### src/rtl/grid_ctrl_pkg.sv
// grid_ctrl_pkg: state encoding and load-select constants shared by the
// grid step controller and the cell-array wrappers.
package grid_ctrl_pkg;
    localparam logic [2:0] ST_IDLE   = 3'd0;
    localparam logic [2:0] ST_LOAD   = 3'd1;
    localparam logic [2:0] ST_SETTLE = 3'd2;
    localparam logic [2:0] ST_STEP   = 3'd3;
    localparam logic [2:0] ST_DONE   = 3'd4;
    localparam logic SEL_INIT = 1'b0;
    localparam logic SEL_NEXT = 1'b1;
endpackage

### src/rtl/grid_step_controller_settle_timer.sv
// settle_timer: loadable down-counter with hold and zero flag.
module settle_timer #(
    parameter int W = 4
) (
    input  logic         Clk,
    input  logic         Reset,
    input  logic         load,
    input  logic [W-1:0] load_val,
    input  logic         hold,
    output logic         zero
);
    logic [W-1:0] count;
    always_ff @(posedge Clk or posedge Reset)
        if (Reset) count <= '0;
        else if (load) count <= load_val;
        else if (!hold && count != '0) count <= count - 1'b1;
    assign zero = count == '0;
endmodule

### src/rtl/grid_step_controller.sv
// grid_step_controller: sequences one INIT load tick then num_gens NEXT update
// ticks for the cell array, each update preceded by a settle window.
module grid_step_controller
    import grid_ctrl_pkg::*;
#(
    parameter int GEN_W         = 8,
    parameter int SETTLE_CYCLES = 2,
    parameter int SETTLE_W      = 4
) (
    input  logic             Clk,
    input  logic             Reset,
    input  logic             start,
    input  logic [GEN_W-1:0] num_gens,
    input  logic             pause,
    input  logic             abort,
    output logic             cell_tick,
    output logic             sel_next,
    output logic             busy,
    output logic             done,
    output logic [GEN_W-1:0] gen_count
);
    logic [2:0]       state, state_n;
    logic [GEN_W-1:0] target;
    logic             accept, last, zero;
    assign accept = start && (state == ST_IDLE || state == ST_DONE);
    assign last   = gen_count + GEN_W'(1) == target;
    // Reloading in LOAD/STEP is harmless when the next state is DONE.
    settle_timer #(.W(SETTLE_W)) u_timer (
        .Clk      (Clk),
        .Reset    (Reset),
        .load     (state == ST_LOAD || state == ST_STEP),
        .load_val (SETTLE_W'(SETTLE_CYCLES - 1)),
        .hold     (state != ST_SETTLE || pause),
        .zero     (zero)
    );
    assign state_n = abort                ? ST_IDLE :
                     accept               ? ST_LOAD :
                     state == ST_LOAD     ? (target == '0 ? ST_DONE : ST_SETTLE) :
                     state == ST_SETTLE   ? (zero && !pause ? ST_STEP : ST_SETTLE) :
                     state == ST_STEP     ? (last ? ST_DONE : ST_SETTLE) :
                     state == ST_DONE     ? ST_DONE : ST_IDLE;
    always_ff @(posedge Clk or posedge Reset) begin
        if (Reset) begin
            state     <= ST_IDLE;
            target    <= '0;
            gen_count <= '0;
        end else begin
            state <= state_n;
            if (abort) gen_count <= '0;
            else if (accept) begin
                target    <= num_gens;
                gen_count <= '0;
            end else if (state == ST_STEP) gen_count <= gen_count + 1'b1;
        end
    end
    assign cell_tick = state == ST_LOAD || state == ST_STEP;
    assign sel_next  = (state == ST_SETTLE || state == ST_STEP || state == ST_DONE) ? SEL_NEXT : SEL_INIT;
    assign busy      = state == ST_LOAD || state == ST_SETTLE || state == ST_STEP;
    assign done      = state == ST_DONE;
endmodule
### config.mk
export PLATFORM = sky130hd
export DESIGN_NAME = grid_step_controller
export DESIGN_NICKNAME = d
export VERILOG_FILES = /design/src/rtl/grid_ctrl_pkg.sv /design/src/rtl/grid_step_controller_settle_timer.sv /design/src/rtl/grid_step_controller.sv
export SDC_FILE = /design/constraint.sdc
export NUM_CORES = 1
export LEC_CHECK = 0
export ABC_AREA = 1
export BUFFER_PORTS_ARGS = -buffer_cell sky130_fd_sc_hd__clkbuf_2
export CORE_UTILIZATION = 53
export DETAILED_ROUTE_END_ITERATION = 7
export PLACE_DENSITY_LB_ADDON = 0.1
export SLEW_MARGIN = 20
export SYNTH_ARGS = -nofsm -noshare
export SYNTH_HDL_FRONTEND = slang
export SYNTH_SLANG_ARGS = --single-unit
### constraint.sdc
create_clock -name Clk -period 2.08 [get_ports Clk]
set_clock_uncertainty 0.2 [all_clocks]
set_input_delay 0 -clock Clk [delete_from_list [all_inputs] [get_ports Clk]]
set_output_delay 0 -clock Clk [all_outputs]
set_load 0.005 [all_outputs]
======== Word-level counts from Yosys, hierarchy flattened ========
Cells that the tools add are included.
word-level totals
  flip-flop bits (word level) ............. 23
  bits of input ports ..................... 13
  output and inout port bits .............. 12
  logic and storage cells ................. 47
operators by class
  $add $sub $neg .......................... 2
  equality and inequality tests ........... 6
  multiplexer cells ....................... 15
  bitwise operators ....................... 1
  reductions and logical operators ........ 19
operators with widths
  cell                                                  number
  2-to-1 mux 3 bit                                      8
  2-to-1 mux 8 bit                                      3
  adder 8 x 1 -> 8 bit (second input constant)          1
  equality test 8 bit                                   1
  logical NOT 8 bit                                     1
  2-to-1 mux 4 bit                                      2
  logical OR 1 bit                                      7
  equality test 3 x 2 -> 1 bit (second input constant)  2
  logical NOT 4 bit                                     1
  nonzero test 4 bit                                    1
  subtractor 4 x 1 -> 4 bit (second input constant)     1
  equality test 3 x 1 -> 1 bit (second input constant)  1
  equality test 3 bit (second input constant)           1
  logical AND 1 bit                                     3
  logical NOT 3 bit                                     1
  != test 3 x 2 -> 1 bit (second input constant)        1
  nonzero test 3 bit                                    1
  logical NOT 1 bit                                     2
  2-to-1 mux 1 bit                                      2
  AND reduction 2 bit                                   1
  nonzero test 2 bit                                    1
  inverter 1 bit                                        1

======== Depth between registers and ports, before layout ========
  word-level depth ........................ 8
  depth in mapped cells ................... 12
  mapped depth without buffers ............ 12

======== By module ========
From an unflattened synthesis, not the netlist that was laid out.
unflattened totals
  cell total of the unflattened synthesis .. 217
  area, all modules ....................... 1,486.4 µm²
modules (own cells, without submodules)
  module                instances  cells an instance  area an instance (µm²)  sequential area each (µm²)
  grid_step_controller  1          169                1,193.6                 475.5
  settle_timer          1          48                 292.8                   100.1

======== Worst setup path before layout ========
OpenSTA, ideal clock, no wires.
  kind .................................... register -> register
  start point ............................. register gen_count[0]
  end point ............................... register state[1]
  library setup time ...................... 0.113 ns
  arrival time ............................ 1.364 ns
  required time ........................... 1.767 ns
  path slack .............................. 0.403 ns
  cell stages (with the launch flop) ...... 10
  buffers on the path ..................... 0
  period minus slack after synthesis ...... 1.677 ns
  path through ............................ dfrtp_1 > ha_1 > xnor2_1 > nand2_1 > nor2_1 > nand3_1 > nor2_2 > nand3_1 > nand2_1 > inv_1
between the ends
  word-level cells in the longest chain between the ends .. 8
RTL lines
  element                        RTL line                    source
  start: declaration             grid_step_controller.sv:20  output logic [GEN_W-1:0] gen_count
  start signal: assignment       grid_step_controller.sv:53  end else if (state == ST_STEP) gen_count <= gen_count + 1'b1;
  adder 8 x 1 -> 8 bit           grid_step_controller.sv:26  assign last = gen_count + GEN_W'(1) == target;
  equality test 8 bit            grid_step_controller.sv:26
  2-to-1 mux 3 bit (2 in a row)  grid_step_controller.sv:40  state == ST_STEP ? (last ? ST_DONE : ST_SETTLE) :
  2-to-1 mux 3 bit               grid_step_controller.sv:39  state == ST_SETTLE ? (zero && !pause ? ST_STEP : ST_SETTLE) :
  2-to-1 mux 3 bit               grid_step_controller.sv:38  state == ST_LOAD ? (target == '0 ? ST_DONE : ST_SETTLE) :
  2-to-1 mux 3 bit               grid_step_controller.sv:37  accept ? ST_LOAD :
  2-to-1 mux 3 bit               grid_step_controller.sv:36  assign state_n = abort ? ST_IDLE :
  via state_n[1]                 grid_step_controller.sv:22  logic [2:0] state, state_n;
  end signal: assignment         grid_step_controller.sv:48  state <= state_n;
  end: declaration               grid_step_controller.sv:22
The timed path passes the listed nets, and every way through them passes these cells.
A chain may end at the register's enable or synchronous reset.

======== Worst setup path in the final report ========
  start point ............................. register u_timer.count[0]
  end point ............................... register state[0]
between the ends
  word-level cells in the longest chain between the ends .. 7
RTL lines
  element                   RTL line                                 source
  start: declaration        grid_step_controller_settle_timer.sv:12  logic [W-1:0] count;
  start signal: assignment  grid_step_controller_settle_timer.sv:15  else if (load) count <= load_val;
  start signal: assignment  grid_step_controller_settle_timer.sv:16  else if (!hold && count != '0) count <= count - 1'b1;
  logical NOT 4 bit         grid_step_controller_settle_timer.sv:17  assign zero = count == '0;
  logical AND 1 bit         grid_step_controller.sv:39
  2-to-1 mux 1 bit          grid_step_controller.sv:39
  2-to-1 mux 3 bit          grid_step_controller.sv:39
  2-to-1 mux 3 bit          grid_step_controller.sv:38
  2-to-1 mux 3 bit          grid_step_controller.sv:37
  2-to-1 mux 3 bit          grid_step_controller.sv:36
  via state_n[0]            grid_step_controller.sv:22
The timed path passes the listed nets, and every way through them passes these cells.

==> reports/results.ini <==
[run_status]
status = finished, final reports clean

[logic_synthesis]
yosys_warnings = 0
synth_seq_cells = 23
syn_nets = 201
yosys.cell_types.count = 22
ys_top_cells_by_area = dfrtp_1, nand2_1, inv_1
yosysSeqAreaShare = 0.4307
synth_edf_count = 0
synth.largest_area_cell = dfrtp_1
yosys.area.top_type_share = 0.4307
synthArstFlopShare = 1.000
synthFlopType = dfrtp_1
synth.most_common_cell = nand2_1
avgSynthCellArea_sq_um = 7.184
yosys-top-cells-count = nand2_1, inv_1, nand3_1
syn_inst = 186
syn_area_sq_um = 1336

[cts]
clock_sinks = 23
cts_max_path_buffers = 2
cts_root_buf = clkbuf_4
cts_buffers = 3
h-tree-depth = 1
insertion_delay_ns = 0.31
cts_tree = done
path_clk_slew_ns = 0.13

[worst_setup_path]
critical_path.startpoint = u_timer.count[0]$_DFFE_PP0P_
reg2reg_from = u_timer.count[0]$_DFFE_PP0P_
path_max_fanout = 4
endpoint_kind = flop
crit_arrival_ns = 1.98
crit_required_ns = 2.13
worstSetupPathType = reg2reg
critPathLaunchType = flop
rrSetupSlack_ns = 0.15

[grt]
grt_pass1_vias = 1229
grt-ovfl-total = 0
grt_antenna_before_repair = 0
grt_pass1_wl_microns = 5368
grt.total_usage = 0.2708
grt_start_max_net_pins = 24

[die]
die_x_microns = 52.21
die_area_sq_um = 2726
row_count = 17
start_util = 0.5817
io_pins = 25
core_sq_um = 2297
die_h_microns = 52.21

[place]
dp_slack_ns = 0.2196
routabilityCongestion = 0.9105
port_buffers = 24
hpwl_microns = 2278

[route]
ant_nets = 0
drc = 0
drt_iter0_drc = 56
firstDrtPassIters = 4
vias_per_cell = 5.323
vias = 1352
wire_per_inst_microns = 12.84
routed_wl_microns = 3261

[sta]
rsz0062_at_grt = false
finalCriticalPeriod_ns = 1.926
tightest_slew_ns = 0.8663
drv_slew = 0
whs_ns = 0.1950
finalSetupTns_ns = 0
max_clock_freq_mhz = 519.1
min_period_over_period = 0.9261
hold_violations = 0
relSlewSlack = 0.4219
setup_viol = 0
setup_ws_ns = 0.1537

[finish]
syn2layout_area_growth_pct = 24.34
drive_gt1_frac = 0.1726
fin_nets = 242
diodes = 0

[power_and_ir_drop]
design_power_total_uw = 966.6
power_density_nw_per_um2 = 581.7
p_leak_nw = 0.8578
vdd_drop_max_v = 0.0005020

[hold_path]
hold_class = in2async

[run]
drv_cap = 0

metal layers:
| layer | wire, microns | GRT usage | part of all wire |
|---|---|---|---|
| met5 | 0 | 0 | 0 |
| met4 | 34 | 0.07456 | 0.010 |
| met3 | 220 | 0.04348 | 0.067 |
| met2 | 1503 | 0.4551 | 0.46 |
| met1 | 1502 | 0.3606 | 0.46 |
power by group:
part | switching (mW) | leakage, nW | total (mW) | internal [mW]
Clock | 0.135 | 0.0150 | 0.210 | 0.0748
Combinational | 0.140 | 0.550 | 0.236 | 0.0953
Sequential | 0.0284 | 0.293 | 0.521 | 0.493
Total | 0.304 | 0.858 | 0.967 | 0.663
layout make-up:
| cell class | count | area, sq um |
|---|---|---|
| Clock buffer | 4 | 26.28 |
| Fill cell | 198 | 635.6 |
| Inverter | 34 | 127.6 |
| Multi-Input combinational cell | 127 | 639.4 |
| Sequential cell | 23 | 575.6 |
| Tap cell | 28 | 35.03 |
| Timing Repair Buffer | 38 | 257.7 |
placed cells by master, fill, tap and decap left out:
cell type      count
a21oi_1            9
buf_4              1
clkbuf_1           1
clkbuf_2          24
clkbuf_4           3
dfrtp_1           23
dlygate4sd3_1     13
ha_1               2
inv_1             32
inv_2              2
nand2_1           38
nand2_2            3
nand3_1           24
nand3_4            1
nand3b_1           1
nand4_1            4
nor2_1            17
nor2_2             3
nor2_4             1
nor3_1             3
nor3_2             1
nor3b_1            2
nor4_1             1
o21ai_0           10
o21ai_1            1
o22ai_1            4
xnor2_1            1
xor2_1             1
state kept, by name, indices dropped and copies added, names as in the netlist:
register / count
u_timer.count: 4
state: 3
gen_count: 8
target: 8
critical path: stages, from the launching register on:
cell and delay [ns]:
dfrtp_1 0.40, inv_2 0.07, ha_1 0.14, inv_1 0.07
nor3_2 0.18, nand3_1 0.13, o21ai_1 0.12, dlygate4sd3_1 0.56
kinds of logic (layout without fill, tap and decap cells):
kind of cell	after synthesis	in the layout	share of synthesized area
compound gates	24	24	0.09363
xor+xnor	2	2	0.01311
fa+ha+maj	2	2	0.01872
buf+inv	36	76	0.1021
flops	23	23	0.4307
simple gates	99	99	0.3418
final timing paths:
check                                          endpoint  depth (start not counted)
setup / recovery                     state[0]$_DFF_PP0_                          7
hold / removal                 gen_count[5]$_DFFE_PP0P_                          3
setup reg to reg                     state[0]$_DFF_PP0_                          7
hold reg to reg            u_timer.count[1]$_DFFE_PP0P_                          2
max in group asynchronous         target[1]$_DFFE_PP0P_                          3
min in group Clk                  target[4]$_DFFE_PP0P_                          4
per-stage QoR:
stage	instance area [sq um]	std cells	utilization
2_1_floorplan	1336	186	-
3_3_place_gp	1490	237	0.6487
3_5_place_dp	1490	237	0.6487
4_1_cts	1647	254	0.7168
5_1_grt	1662	254	0.7233
6_report	1662	254	0.7233
repair_timing:
action                                  CTS  global route
endpoints found under the setup margin    0             2
hold buffers                             13             0
endpoints found under the hold margin    36             0
setup buffers                             0             0
gates resized for setup                   0             6
Power figures use the tool's default switching activity.
